File: config.mk
export PLATFORM = sky130hd
export DESIGN_NAME = invtran_sched
export DESIGN_NICKNAME = d
export VERILOG_FILES = /design/src/rtl/invtran_sched.sv
export SDC_FILE = /design/constraint.sdc
export NUM_CORES = 1
export LEC_CHECK = 0
export BUFFER_PORTS_ARGS = -buffer_cell sky130_fd_sc_hd__buf_4
export CORE_UTILIZATION = 55
export CTS_BUF_LIST = sky130_fd_sc_hd__clkbuf_4
export CTS_CLUSTER_SIZE = 28
export DETAILED_ROUTE_END_ITERATION = 12
export PLACE_DENSITY = 0.77
export SLEW_MARGIN = 5
export SYNTH_ARGS = -nofsm -noshare
export SYNTH_HDL_FRONTEND = slang
export SYNTH_SLANG_ARGS = --single-unit
File: constraint.sdc
create_clock -name clk -period 5.4 [get_ports clk]
set_input_delay 1.62 -clock clk [delete_from_list [all_inputs] [get_ports clk]]
set_output_delay 1.62 -clock clk [all_outputs]
set_load 0.01 [all_outputs]
File: src/rtl/invtran_sched.sv
// rtl/invtran_sched.sv - round-robin, credit-gated scheduler for a shared 4x4 inverse transform core
module invtran_sched #(
    parameter int NUM_REQ   = 4,
    parameter int ID_W      = 2,
    parameter int CORE_LAT  = 2,
    parameter int OUT_DEPTH = 4,
    parameter int PTR_W     = 2
) (
    input  logic               clk,
    input  logic               reset,
    input  logic [NUM_REQ-1:0] req_valid,
    output logic [NUM_REQ-1:0] req_ready,
    output logic               core_en,
    output logic [ID_W-1:0]    core_sel,
    output logic               cap_en,
    output logic [PTR_W-1:0]   cap_ptr,
    output logic [ID_W-1:0]    cap_id,
    output logic               res_valid,
    output logic [ID_W-1:0]    res_id,
    output logic [PTR_W-1:0]   res_ptr,
    input  logic               res_ready,
    output logic               busy
);

    typedef enum logic [1:0] {ST_IDLE, ST_RUN, ST_FULL} state_t;

    logic [CORE_LAT-1:0] pipe_v_q;
    logic [ID_W-1:0]     pipe_id_q [CORE_LAT];
    logic [ID_W-1:0]     id_fifo_q [OUT_DEPTH];
    logic [PTR_W:0]      count_q;
    logic [PTR_W-1:0]    wr_ptr_q;
    logic [PTR_W-1:0]    rd_ptr_q;
    logic [ID_W-1:0]     rr_ptr_q;
    state_t              state_q;

    logic [PTR_W:0]      inflight;
    logic [PTR_W:0]      inflight_d;
    logic [PTR_W:0]      count_d;
    logic [PTR_W+1:0]    occ;
    logic [PTR_W+1:0]    occ_d;
    logic                credit_ok;
    logic [NUM_REQ-1:0]  grant_vec;
    logic [ID_W-1:0]     grant_id;
    logic                issue;
    logic                pop;
    state_t              state_d;

    // Blocks still travelling through the core: one per valid pipe stage.
    always_comb begin
        inflight = '0;
        for (int s = 0; s < CORE_LAT; s++) begin
            inflight = inflight + {{PTR_W{1'b0}}, pipe_v_q[s]};
        end
    end

    // Only issue when the buffer can absorb every block already committed to the core.
    assign occ       = {1'b0, inflight} + {1'b0, count_q};
    assign credit_ok = occ < (PTR_W+2)'(OUT_DEPTH);

    // Round-robin search starting at rr_ptr_q, first valid requester wins.
    always_comb begin
        logic [ID_W:0] idx;
        logic          found;
        grant_vec = '0;
        grant_id  = '0;
        found     = 1'b0;
        for (int k = 0; k < NUM_REQ; k++) begin
            idx = {1'b0, rr_ptr_q} + (ID_W+1)'(k);
            if (idx >= (ID_W+1)'(NUM_REQ)) begin
                idx = idx - (ID_W+1)'(NUM_REQ);
            end
            if (!found && req_valid[idx[ID_W-1:0]]) begin
                found                      = 1'b1;
                grant_vec[idx[ID_W-1:0]]   = 1'b1;
                grant_id                   = idx[ID_W-1:0];
            end
        end
    end

    // Grant is suppressed while reset is held so no handshake can complete.
    assign req_ready = grant_vec & {NUM_REQ{credit_ok & reset}};
    assign issue     = |(req_valid & req_ready);
    assign core_en   = issue;
    assign core_sel  = issue ? grant_id : '0;

    assign cap_en    = pipe_v_q[CORE_LAT-1];
    assign cap_id    = pipe_id_q[CORE_LAT-1];
    assign cap_ptr   = wr_ptr_q;

    assign res_valid = (count_q != '0);
    assign res_ptr   = rd_ptr_q;
    assign res_id    = id_fifo_q[rd_ptr_q];
    assign pop       = res_valid & res_ready;

    assign inflight_d = inflight + {{PTR_W{1'b0}}, issue} - {{PTR_W{1'b0}}, cap_en};
    assign count_d    = count_q + {{PTR_W{1'b0}}, cap_en} - {{PTR_W{1'b0}}, pop};
    assign occ_d      = {1'b0, inflight_d} + {1'b0, count_d};

    // State follows the occupancy the pipe and buffer will have next cycle.
    always_comb begin
        state_d = ST_RUN;
        if (inflight_d == '0 && count_d == '0) begin
            state_d = ST_IDLE;
        end else if (occ_d >= (PTR_W+2)'(OUT_DEPTH)) begin
            state_d = ST_FULL;
        end
    end

    assign busy = (state_q != ST_IDLE);

    // Latency pipe, result-buffer pointers, id FIFO, arbiter pointer and state.
    always_ff @(posedge clk or negedge reset) begin
        if (!reset) begin
            pipe_v_q <= '0;
            for (int s = 0; s < CORE_LAT; s++) begin
                pipe_id_q[s] <= '0;
            end
            for (int e = 0; e < OUT_DEPTH; e++) begin
                id_fifo_q[e] <= '0;
            end
            count_q  <= '0;
            wr_ptr_q <= '0;
            rd_ptr_q <= '0;
            rr_ptr_q <= '0;
            state_q  <= ST_IDLE;
        end else begin
            pipe_v_q[0]  <= issue;
            pipe_id_q[0] <= core_sel;
            for (int s = 1; s < CORE_LAT; s++) begin
                pipe_v_q[s]  <= pipe_v_q[s-1];
                pipe_id_q[s] <= pipe_id_q[s-1];
            end
            if (cap_en) begin
                id_fifo_q[wr_ptr_q] <= cap_id;
                wr_ptr_q            <= wr_ptr_q + PTR_W'(1);
            end
            if (pop) begin
                rd_ptr_q <= rd_ptr_q + PTR_W'(1);
            end
            if (issue) begin
                rr_ptr_q <= (grant_id == ID_W'(NUM_REQ-1)) ? '0 : grant_id + ID_W'(1);
            end
            count_q <= count_d;
            state_q <= state_d;
        end
    end

endmodule

Word level (Yosys, flattened, before mapping):

Cells that the tools add are included.

* register bits: 25
* bits of input ports: 7
* word-level logic and storage cells: 114
* output and inout bits: 18

* eq/ne operators: 1
* order comparisons: 17
* add/subtract/negate cells: 17
* bitwise gates (word level): 9
* reductions and logical operators: 17
* mux-type cells: 41

Operators by type and width (count)
* 2-to-1 mux 2 bit: 15
* 2-to-1 mux 4 bit: 4
* greater-or-equal comparator 3 bit, second input constant: 5
* < comparator 2 x 3 -> 1 bit, second input constant: 4
* bitwise OR 4 bit: 3
* 2-to-1 mux 1 bit: 11
* logical AND 1 bit: 9
* AND 4 bit: 2
* binary-select mux 1 bit (select 2 bit): 4
* bitwise mux 8 bit: 1
* demux 1 bit (select 2 bit): 4
* greater-or-equal comparator 2 x 1 -> 1 bit, second input constant: 4
* subtractor 2 x 1 -> 2 bit, second input constant: 4
* adder 2 x 1 -> 2 bit, second input constant: 3
* adder 2 x 2 -> 3 bit, second input constant: 2
* zero test 3 bit: 2
* NOT 2 -> 3 bit: 2
* subtractor 3 x 1 -> 3 bit: 2
* adder 2 x 3 -> 4 bit: 1
* adder 3 x 3 -> 4 bit: 1
* binary-select mux 2 bit (select 2 bit): 1
* demux 2 bit (select 2 bit): 1
* greater-or-equal comparator 4 x 3 -> 1 bit, second input constant: 1
* < comparator 4 x 3 -> 1 bit, second input constant: 1
* 12 further kinds: 15

Logic depth before layout (Yosys ltp):

Gate-level depths: netlist of the first run.

* word-level depth: 23
* mapped depth: 16
* mapped depth without buffers: 13

Worst setup path before layout of the first run:

Ideal clock, no wire load.

* kind: input port to output port
* from: input req_valid[2]
* to: output core_sel[0]
* stages on the path: 7
* required time: 3780 ps
* slack: 356 ps
* path buffers: 2
* arrival: 3424 ps
* cells stage by stage: buf_4 > mux4_2 > buf_6 > a221oi_2 > o2bb2ai_1 > a221o_1 > and2_1

* longest elaborated chain between the ends: 16
* elaborated cells between the ends (all ways): 32
* those cells by class: 20 x mux; 5 x bitwise; 7 x reduce/logical

Ends and longest elaborated chain
* from (decl): RTL line 11 `input logic [NUM_REQ-1:0] req_valid,`
* binary-select mux 1 bit (select 2 bit): RTL line 72 `if (!found && req_valid[idx[ID_W-1:0]]) begin`
* 2-to-1 mux 1 bit (implied by the code): RTL line 72
* 2-to-1 mux 1 bit: RTL line 72
* zero test 1 bit: RTL line 72
* logical AND 1 bit: RTL line 72
* 2-to-1 mux 1 bit: RTL line 72
* zero test 1 bit: RTL line 72
* logical AND 1 bit: RTL line 72
* 2-to-1 mux 1 bit: RTL line 72
* zero test 1 bit: RTL line 72
* logical AND 1 bit: RTL line 72
* 2-to-1 mux 4 bit: RTL line 72
* AND 4 bit: RTL line 81 `assign req_ready = grant_vec & {NUM_REQ{credit_ok & reset}};`
* AND 4 bit *: RTL line 82 `assign issue = |(req_valid & req_ready);`
* OR reduction 4 bit *: RTL line 82
* named net core_en: RTL line 13 `output logic core_en,`
* 2-to-1 mux 2 bit *: RTL line 84 `assign core_sel = issue ? grant_id : '0;`
* to (decl): RTL line 14 `output logic [ID_W-1:0] core_sel,`

Mark *: on every way through the listed nets, which the timed path passes. The rest lies on a longest branch. The select of a mux whose other input is x is not followed.

Final worst setup path of the first run:

* from: input req_valid[1]
* to: output core_sel[1]

* longest elaborated chain between the ends: 16
* elaborated cells between the ends (all ways): 32
* those cells by class: 20 x mux; 5 x bitwise; 7 x reduce/logical

Ends and longest elaborated chain (RTL line)
* binary-select mux 1 bit (select 2 bit): 72
* 2-to-1 mux 1 bit (implied by the code): 72
* 2-to-1 mux 1 bit: 72
* zero test 1 bit: 72
* logical AND 1 bit: 72
* 2-to-1 mux 1 bit: 72
* zero test 1 bit: 72
* logical AND 1 bit: 72
* 2-to-1 mux 1 bit: 72
* zero test 1 bit: 72
* logical AND 1 bit: 72
* 2-to-1 mux 4 bit: 72
* AND 4 bit: 81
* AND 4 bit: 82
* OR reduction 4 bit: 82
* 2-to-1 mux 2 bit *: 84

Mark *: on every way between the ends. The rest lies on a longest branch, timed or not. The select of a mux whose other input is x is not followed.

==> summary.md, run 1 <==
| Metric | Value |
|---|---|
| Clk root buf | `clkbuf_4` |
| Synth Area in Simple Gates | `15.4%` |
| Seq/Total Area, Yosys | `34.2%` |
| CTS clock-pin slew for the worst setup and hold paths | `130 ps` |
| Worst-skew pair later-pin latency | `310 ps` |
| Final setup TNS | `0 ps` |
| Vias/cell | `5.96` |
| CP Max Fanout | `10` |
| Worst Setup End Kind | `primary output` |
| Layout Cells excl Fill | `243` |
| Worst rel slew slack | `72.6%` |
| Placed wire-length estimate | `3010 um` |
| Antenna Nets Post-Route | `0` |
| Setup bufs post-CTS | `0` |
| Startpoint types | `input pin` |
| WL met3 | `140 um` |
| Htree depth | `1` |
| Worst Hold Class | `flip-flop to flip-flop` |
| Met2 WL post-DR | `2030 um` |
| Peak Freq | `191 MHz` |
| Syn avg cell area | `10.3 sq um` |
| Post-synth top area share | `34.2%` |
| Post-synth EDFFs | `0` |
| TritonCTS clock tree | `yes` |
| # diodes | `0` |
| IO buf count | `24` |
| Fillers | `270` |
| DRT met1 WL | `1500 um` |
| Top post-synthesis cells by area | `dfrtp_1 34%, ha_1 13%, mux4_2 6.2%, mux2_2 4.9%, nand2_1 3.9%` |
| Compound-Gate Fraction of Synth Area | `12.4%` |
| Synth Area in Adders | `14.1%` |
| Main combinational cell family by area after synthesis | `simple AND/OR/NAND/NOR gates` |
| Worst Tran Pin Value | `410 ps` |
| Final setup fails | `0` |
| Vias | `1449` |
| Starting density of the core | `59.0%` |
| Num CTS Buffers | `3` |
| Max-cap violations | `0` |
| Peak supply drop | `0.249 mV` |
| Yosys cell types | `42` |
| Number of global-route vias before repair | `1466` |
| Layout cell share with drive strength beyond 1 | `25.1%` |
| Status | `completed` |
| Ys async rst share | `100%` |
| Final net count | `227` |
| Critical setup path kind | `input pin to primary output` |
| #FFs+latches synth | `25` |
| Tcrit/Tclk final | `97.2%` |
| Final Cell Area | `0.00205 sq mm` |
| First-pass GRT wire length | `6300 um` |
| Area of the core | `0.00310 sq mm` |
| Row cnt | `20` |
| Post-Syn Instances | `178` |
| Initial antenna violation count | `0` |
| Fin. max-slew vios | `0` |
| Post-Synth XOR/XNOR Area | `3.83%` |
| Top_reg_cell synth | `dfrtp_1` |
| DR DRC count | `0` |
| Placer Congestion | `0.902` |
| Longest Clk Path Bufs | `2` |
| Synth warn | `0` |
| RSZ-0062 raised after global routing | `false` |
| Placed cell area | `0.00202 sq mm` |
| Leak | `1.02 nW` |
| Area Overhead vs Synth | `12.1%` |
| Largest net degree at the start of global routing | `27` |
| Post-synthesis mux area share | `13.3%` |
| Initial drt markers | `61` |
| Final Hold Fails | `0` |
| Avg WL per Cell | `15.7 um` |
| Pre-Repair DR Iteration Count | `4` |
| Gr ovfl total | `0` |
| Pwr Density | `595 mW/mm^2` |
| Die Y | `59.7 um` |
| Worst hold margin | `372 ps` |
| Total track usage | `23.4%` |
| Commonest cells after routing, fill and taps aside | `29 x buf_4, 25 x dfrtp_1, 19 x nand2_1, 19 x ha_1, 12 x inv_1` |
| CTS resizes | `0` |
| Worst Path Arrival | `3630 ps` |
| Chip width | `59.7 um` |
| IO Count | `25` |
| Area leader, netlist | `dfrtp_1` |
| CTS sink cnt | `25` |
| Drt total wl | `3810 um` |
| Worst Skew | `7.33 ps` |
| Placed Cells incl. Taps | `239` |
| Tmin final | `5250 ps` |
| Die footprint | `0.00356 sq mm` |
| Syn Std Cell Area | `0.00183 sq mm` |
| Mapped Nets | `205` |
| Max Used Layer | `met4` |
| CP required | `3780 ps` |
| Commonest non-fill, non-tap cell in the layout | `buf_4` |
| CTS Hold Buffers Added | `0` |
## final cells by class
type / instances / area [sq um] / area share [%]
Clock buffer: 3 / 22.5 / 1.10
Clock inverter: 1 / 5.00 / 0.244
Inverter: 12 / 45.0 / 2.20
Multi-Input combinational cell: 129 / 1080 / 52.7
Sequential cell: 25 / 626 / 30.5
Tap cell: 44 / 55.1 / 2.68
Timing Repair Buffer: 29 / 218 / 10.6
## per-layer routing
layer | vias to the layer above | global-route usage [%]
met2 | 56 | 42.7
met5 | - | 0
li1 | 675 | -
met4 | 0 | 14.3
met1 | 704 | 26.2
met3 | 14 | 1.73
## metrics by stage
stage	utilization, %	setup WS (ps)	power, mW
after floorplan	-	356	0.925
after global placement	65.2	131	1.11
after detailed placement	65.2	170	1.14
after CTS	66.1	169	1.22
after global routing	66.1	35.6	1.34
final	66.1	153	1.22
## cells in the mapped netlist, drive strengths merged (3+ instances only)
master,n
nor3b,5
a21oi,5
dfrtp,25
a221o,3
nor2,6
ha,19
inv,12
mux2i,4
and2,5
mux2,8
a22oi,3
xor2,5
nand2,19
o22ai,3
nor3,3
mux4,5
o21ai,4
buf,10
xnor2,3
## state kept, by name, indices dropped and copies added (netlist names)
signal and cells:
pipe_v_q 2, rr_ptr_q 2, pipe_id_q 2, id_fifo_q 8
count_q 3, state_q 2, res_ptr 2, cap_id 2
cap_ptr 2
## cell families (layout without fill, tap and decap cells)
family	after synthesis	in the layout
adder cells (fa/ha/maj)	20	20
AO/OA/AOI/OAI	31	31
AND/OR/NAND/NOR	53	53
multiplexers	17	17
XOR/XNOR	8	8
flip-flops	25	25
buffers and inverters	24	45
## critical path, stage by stage
cell and delay (ps):
buf_4 150, mux4_2 540, nor2b_1 180, a221oi_2 250, o2bb2ai_1 110, a221o_1 440, and2_1 190, buf_4 140
## power breakdown
group / internal, mW / total (mW) / leakage, nW / switching [mW]
clock: 0.0277 / 0.0817 / 0.0177 / 0.0540
combinational: 0.376 / 0.790 / 0.684 / 0.414
sequential: 0.266 / 0.349 / 0.320 / 0.0822
## final timing paths
kind                                         start                  endpoint  slack [ps]  cells past startpoint
max                                   req_valid[1]               core_sel[1]         150                      8
min                         pipe_id_q[2]$_DFF_PN0_       cap_id[0]$_DFF_PN0_         370                      0
max reg2reg                rr_ptr_q[1]$_DFFE_PN0P_      state_q[0]$_DFF_PN0_        1380                     11
min reg2reg                 pipe_id_q[2]$_DFF_PN0_       cap_id[0]$_DFF_PN0_         370                      0
max in group asynchronous                    reset  id_fifo_q[0]$_DFFE_PN0P_        3880                      2
min in group asynchronous                    reset  id_fifo_q[3]$_DFFE_PN0P_        1280                      2
Note: power is estimated with default switching activity, not from simulation.
==> inputs of run 2 (changes only) <==
--- a/config.mk
+++ b/config.mk
@@ -5,6 +5,7 @@
 export SDC_FILE = /design/constraint.sdc
 export NUM_CORES = 1
 export LEC_CHECK = 0
+export ABC_AREA = 1
 export BUFFER_PORTS_ARGS = -buffer_cell sky130_fd_sc_hd__buf_4
 export CORE_UTILIZATION = 55
 export CTS_BUF_LIST = sky130_fd_sc_hd__clkbuf_4
==> summary.md, run 2 <==
| Metric | Value |
|---|---|
| Status | `completed` |
| Max reg flops | `8` |
| Row cnt | `20` |
| Leak | `1.10 nW` |
| Worst path slowest cell | `nor2_4` |
| Post-synth EDFFs | `0` |
| Top post-synthesis cells by area | `dfrtp_1 36%, ha_1 14%, nand2_1 12%, inv_1 5.6%, o21ai_0 4.3%` |
| Vias | `1423` |
| Die footprint | `0.00342 sq mm` |
| Tmin final | `4720 ps` |
| Worst reg2reg startpoint | `rr_ptr_q[0]$_DFFE_PN0P_` |
| Mapped Nets | `246` |
| Final Hold Fails | `0` |
| Setup bufs post-CTS | `0` |
| Cell with the most instances after synthesis | `nand2_1` |
| Critical setup path kind | `input pin to primary output` |
| Avg WL per Cell | `10.7 um` |
| Longest Clk Path Bufs | `2` |
| Layout cell share with drive strength beyond 1 | `19.3%` |
| Chip width | `58.5 um` |
| CP Max Fanout | `7` |
| Post-Syn Instances | `219` |
| First-pass GRT wire length | `5480 um` |
| Final Cell Area | `0.00200 sq mm` |
| Pwr Density | `591 mW/mm^2` |
| Top flop regs | `id_fifo_q x8, count_q x3` |
| TritonCTS clock tree | `yes` |
| Syn avg cell area | `8.02 sq um` |
| Fin. max-slew vios | `0` |
| Starting density of the core | `58.0%` |
| IO Count | `25` |
| Die Y | `58.5 um` |
| Num CTS Buffers | `3` |
| Worst hold margin | `375 ps` |
| Synth warn | `0` |
| Commonest cells after routing, fill and taps aside | `58 x nand2_1, 26 x inv_1, 25 x dfrtp_1, 25 x buf_4, 19 x ha_1` |
| Placed cell area | `0.00197 sq mm` |
| Worst rel slew slack | `68.6%` |
| Slowest Stage Delay on Critical Path | `170 ps` |
| Initial drt markers | `45` |
| Sequence of cells on the critical path | `buf_4 > inv_1 > nand2_1 > nand3_2 > nand2_4 > nor2_4 > nand4_1 > nand3_1 > nand3_1 > nand2_2 > nor2_4 > nor2_1 > buf_4` |
| Area leader, netlist | `dfrtp_1` |
| Area of the core | `0.00303 sq mm` |
| Hold path start | `pipe_id_q[3]$_DFF_PN0_` |
| CTS Hold Buffers Added | `0` |
| CP required | `3780 ps` |
| Peak supply drop | `0.292 mV` |
| Final setup fails | `0` |
| Post-synth top area share | `35.6%` |
| Placer Congestion | `0.932` |
| Worst Path Buf+Inv | `3` |
| Antenna Nets Post-Route | `0` |
| Worst r2r path cells | `21` |
| Syn Std Cell Area | `0.00176 sq mm` |
| Drt total wl | `3100 um` |
| Final setup TNS | `0 ps` |
| Delay-heaviest family, CP | `simple AND/OR/NAND/NOR gates` |
| Largest net degree at the start of global routing | `27` |
| Placed wire-length estimate | `2550 um` |
| CTS sink cnt | `25` |
| Peak Freq | `212 MHz` |
| # diodes | `0` |
| Hold Path Stages | `0` |
| DR DRC count | `0` |
| Worst Skew | `14.9 ps` |
| Clk root buf | `clkbuf_4` |
| Seq/Total Area, Yosys | `35.6%` |
| Worst Path Arrival | `3100 ps` |
| Worst Tran Pin Value | `472 ps` |
| Most common library cells after synthesis | `58 x nand2_1, 26 x inv_1, 25 x dfrtp_1, 19 x ha_1, 15 x o21ai_0` |
| Initial antenna violation count | `0` |
| Area Overhead vs Synth | `13.8%` |
| Worst Hold Class | `flip-flop to flip-flop` |
| Commonest non-fill, non-tap cell in the layout | `nand2_1` |
| Worst-skew pair later-pin latency | `320 ps` |
| Final net count | `272` |
| Top_reg_cell synth | `dfrtp_1` |
| Ys async rst share | `100%` |
| Hold path endpoint | `cap_id[1]$_DFF_PN0_` |
| CTS resizes | `0` |
| Number of global-route vias before repair | `1303` |
| CTS clock-pin slew for the worst setup and hold paths | `140 ps` |
| Max-cap violations | `0` |
| #FFs+latches synth | `25` |
| Yosys cell types | `31` |
| IO buf count | `24` |
| Startpoint types | `input pin` |
| Gr ovfl total | `0` |
| Vias/cell | `4.94` |
| Top reg by flops | `id_fifo_q` |
| R2R Path End | `state_q[0]$_DFF_PN0_` |
| Htree depth | `1` |
| Total track usage | `20.3%` |
| Pre-Repair DR Iteration Count | `6` |
| Tcrit/Tclk final | `87.3%` |
| Worst Setup End Kind | `primary output` |
| R2R Setup Slk | `1810 ps` |
| RSZ-0062 raised after global routing | `false` |
[run 2: cell types whose count changed in the layout (fill, tap and decap cells not counted), moves of 7 or more]
cell     before  now
inv_1        12   26
mux2_2        8    0
nand2_1      19   58
nand3_1       2   14
nor2_1        6   13
o21ai_0       4   15
[run 2: kinds of logic after synthesis]
logic type	count (synthesis)	synth area share [%]
xor+xnor	7	3.49
simple gates	110	29.9
compound gates	25	8.48
fa+ha+maj	20	14.7
flops	25	35.6
buf+inv	32	7.84
[run 2: through the flow]
stage | power [mW] | std cells | setup WS [ps] | utilization, %
after floorplan | 0.899 | 219 | 1080 | -
after global placement | 1.10 | 284 | 690 | 65.0
after detailed placement | 1.10 | 284 | 700 | 65.0
after CTS | 1.19 | 288 | 691 | 66.0
after global routing | 1.32 | 288 | 500 | 66.0
final | 1.18 | 288 | 683 | 66.0
[run 2: worst max path at each step]
stage            startpoint     endpoint  slack, ps  depth (start not counted)
3_3_place_gp   req_valid[3]  core_sel[1]        690                         13
4_1_cts        req_valid[3]  core_sel[1]        690                         13
2_1_floorplan  req_valid[2]  core_sel[0]       1080                         11
3_5_place_dp   req_valid[3]  core_sel[1]        700                         13
6_report       req_valid[3]  core_sel[0]        680                         13
5_1_grt        req_valid[3]  core_sel[1]        500                         13
[run 2: final cells by class]
class / count / area (sq um)
Clock buffer: 3 / 22.5
Clock inverter: 1 / 7.51
Fill cell: 273 / 1030
Inverter: 28 / 108
Multi-Input combinational cell: 162 / 992
Sequential cell: 25 / 626
Tap cell: 44 / 55.1
Timing Repair Buffer: 25 / 188
[run 2: metal layers]
metal	share of wire (%)	track usage [%]	wire [um]	vias up
met1	51	27.7	1570	648
li1	-	-	-	747
met5	0	0	0	-
met2	47	35.0	1450	28
met4	0	3.06	0	0
met3	2.6	3.30	81	0
[run 2: where the power goes]
group          internal, mW  switching, mW  total (mW)
sequential            0.265         0.0761       0.341
clock                0.0282         0.0552      0.0835
combinational         0.311          0.446       0.756
[run 2: worst reg2reg max path, cell delays in order (launching register included)]
cell and delay [ps]:
dfrtp_1 660, inv_4 130, ha_1 410, inv_1 130
nand3_1 90, nand2_2 90, nor2_4 70, a21boi_1 130
nand3_1 130, nand3_1 110, nand2_2 80, nor2_4 120
inv_1 100, ha_1 220, or2_2 300, nand2_1 60
inv_1 40, ha_1 170, nor3_1 170, and2_0 170
inv_1 40, nor2_1 90
==> inputs of run 3 (changes only) <==
--- a/config.mk
+++ b/config.mk
@@ -7,11 +7,10 @@
 export LEC_CHECK = 0
 export ABC_AREA = 1
 export BUFFER_PORTS_ARGS = -buffer_cell sky130_fd_sc_hd__buf_4
-export CORE_UTILIZATION = 55
+export CORE_UTILIZATION = 27
 export CTS_BUF_LIST = sky130_fd_sc_hd__clkbuf_4
 export CTS_CLUSTER_SIZE = 28
 export DETAILED_ROUTE_END_ITERATION = 12
-export PLACE_DENSITY = 0.77
 export SLEW_MARGIN = 5
 export SYNTH_ARGS = -nofsm -noshare
 export SYNTH_HDL_FRONTEND = slang
==> summary.md, run 3 (synthesis gave the netlist of run 2 again) <==
| Metric | Value |
|---|---|
| Total track usage | `11.1%` |
| Placer Congestion | `0.894` |
| Switching pwr | `0.588 mW` |
| Footprint of the multi-input gates | `992 sq um` |
| CTS clock-pin slew for the worst setup and hold paths | `130 ps` |
| Worst-skew pair later-pin latency | `310 ps` |
| Num CTS Buffers | `3` |
| Antenna Nets Post-Route | `0` |
| Comb power frac | `64.2%` |
| Worst Hold Class | `flip-flop to flip-flop` |
| Slowest Stage Delay on Critical Path | `180 ps` |
| CP required | `3780 ps` |
| Sequence of cells on the critical path | `buf_4 > inv_1 > nand2_1 > nand3_2 > nand2_4 > nor2_4 > nand3b_1 > nand3_1 > nand3_1 > nand2_2 > nor2_4 > nor2_1 > buf_4` |
| Drt total wl | `3500 um` |
| Pre-Repair DR Iteration Count | `4` |
| CP Max Fanout | `7` |
| Avg WL per Cell | `10.9 um` |
| Area of the core | `0.00631 sq mm` |
| Die Y | `82.6 um` |
| Worst Setup End Kind | `primary output` |
| Starting density of the core | `27.8%` |
| Htree depth | `1` |
| Peak supply drop | `0.252 mV` |
| Tmin final | `4760 ps` |
| Fillers | `673` |
| Pwr Density | `585 mW/mm^2` |
| Initial antenna violation count | `0` |
| Gr ovfl total | `0` |
| Net Sw Frac | `49.4%` |
| Number of global-route vias before repair | `1376` |
| Setup bufs post-CTS | `0` |
| Worst r2r path cells | `21` |
| Placed Cells incl. Taps | `317` |
| Longest Clk Path Bufs | `2` |
| Final net count | `272` |
| Largest net degree at the start of global routing | `27` |
| Critical setup path kind | `input pin to primary output` |
| Clock network fraction of design power | `6.8%` |
| Vias | `1424` |
| Final setup fails | `0` |
| Tcrit/Tclk final | `88.2%` |
| Layout Cells excl Fill | `321` |
| Final total power | `1.19 mW` |
| Worst Path Arrival | `3140 ps` |
| Fin. max-slew vios | `0` |
| Leak | `1.10 nW` |
| Top flop regs | `id_fifo_q x8, count_q x3` |
| First-pass GRT wire length | `5980 um` |
| Row cnt | `29` |
| Startpoint types | `input pin` |
| CTS Hold Buffers Added | `0` |
| RSZ-0062 raised after global routing | `false` |
| Final Cell Area | `0.00204 sq mm` |
| Layout cell share with drive strength beyond 1 | `19.3%` |
| Worst rel slew slack | `67.4%` |
| Peak Freq | `210 MHz` |
| TritonCTS clock tree | `yes` |
| Clk root buf | `clkbuf_4` |
| Vias/cell | `4.44` |
| CTS resizes | `0` |
| Flop pwr share | `28.9%` |
| CTS sink cnt | `25` |
| Status | `completed` |
| IO Count | `25` |
| IO buf count | `24` |
| Worst Skew | `5.33 ps` |
| Int Pwr | `0.603 mW` |
| Placed wire-length estimate | `2810 um` |
| Commonest cells after routing, fill and taps aside | `58 x nand2_1, 26 x inv_1, 25 x dfrtp_1, 25 x buf_4, 19 x ha_1` |
| DR DRC count | `0` |
| Die footprint | `0.00683 sq mm` |
| Max reg flops | `8` |
| Initial drt markers | `58` |
| Worst Tran Pin Value | `489 ps` |
| Worst path slowest cell | `nor2_4` |
| # diodes | `0` |
| Commonest non-fill, non-tap cell in the layout | `nand2_1` |
| Chip width | `82.6 um` |
| Max-cap violations | `0` |
| Area Overhead vs Synth | `16.0%` |
| Register Area | `626 sq um` |
| Hold Path Stages | `0` |
| Final setup TNS | `0 ps` |
| Top reg by flops | `id_fifo_q` |
| Final Hold Fails | `0` |
| Placed cell area | `0.00201 sq mm` |
run 3: cell count changes in the layout (fill, tap and decap cells not counted):
| cell | previous run | this run |
|---|---|---|
| clkinv_2 | 0 | 1 |
| clkinvlp_4 | 1 | 0 |
run 3: worst max-delay path: cells and delay by family:
| kind | cells | cell delay (ps) |
|---|---|---|
| buffers and inverters | 3 | 330 |
| AND/OR/NAND/NOR | 10 | 1180 |
run 3: final cells by class:
cell class                 count  area share [%]
clock buffer                   3            1.11
clock inverter                 1           0.246
inverter                      28            5.28
multi-input combinational    162            48.7
sequential                    25            30.7
tap                           77            4.73
timing repair buffer          25            9.21
run 3: final timing paths:
check / startpoint / endpoint / slack [ps]
min reg2reg: pipe_id_q[2]$_DFF_PN0_ / cap_id[0]$_DFF_PN0_ / 360
max in group asynchronous: reset / pipe_v_q[1]$_DFF_PN0_ / 3970
max reg2reg: rr_ptr_q[0]$_DFFE_PN0P_ / state_q[0]$_DFF_PN0_ / 1840
min: pipe_id_q[2]$_DFF_PN0_ / cap_id[0]$_DFF_PN0_ / 360
min in group asynchronous: reset / count_q[1]$_DFF_PN0_ / 1190
max: req_valid[3] / core_sel[0] / 640
run 3: power by group through the flow:
stage          sequential (mW)  clock [mW]  combinational, mW
6_report                 0.344      0.0815              0.765
4_1_cts                  0.345      0.0862              0.772
5_1_grt                  0.357      0.0917              0.882
2_1_floorplan            0.327           0              0.572
3_5_place_dp             0.349           0              0.769
3_3_place_gp             0.350           0              0.760
run 3: metrics by stage:
step / hold slack, ps / util, % / setup WS [ps]
after floorplan: 331 / - / 1080
after global placement: 334 / 31.8 / 645
after detailed placement: 335 / 31.8 / 646
after CTS: 366 / 32.3 / 636
after global routing: 381 / 32.3 / 452
final: 365 / 32.3 / 640
run 3: metal layers:
layer / up-vias / track usage, % / wire (um)
li1: 748 / - / -
met1: 634 / 13.5 / 1630
met2: 36 / 20.3 / 1650
met3: 6 / 1.10 / 180
met4: 0 / 3.79 / 44
met5: - / 0 / 0
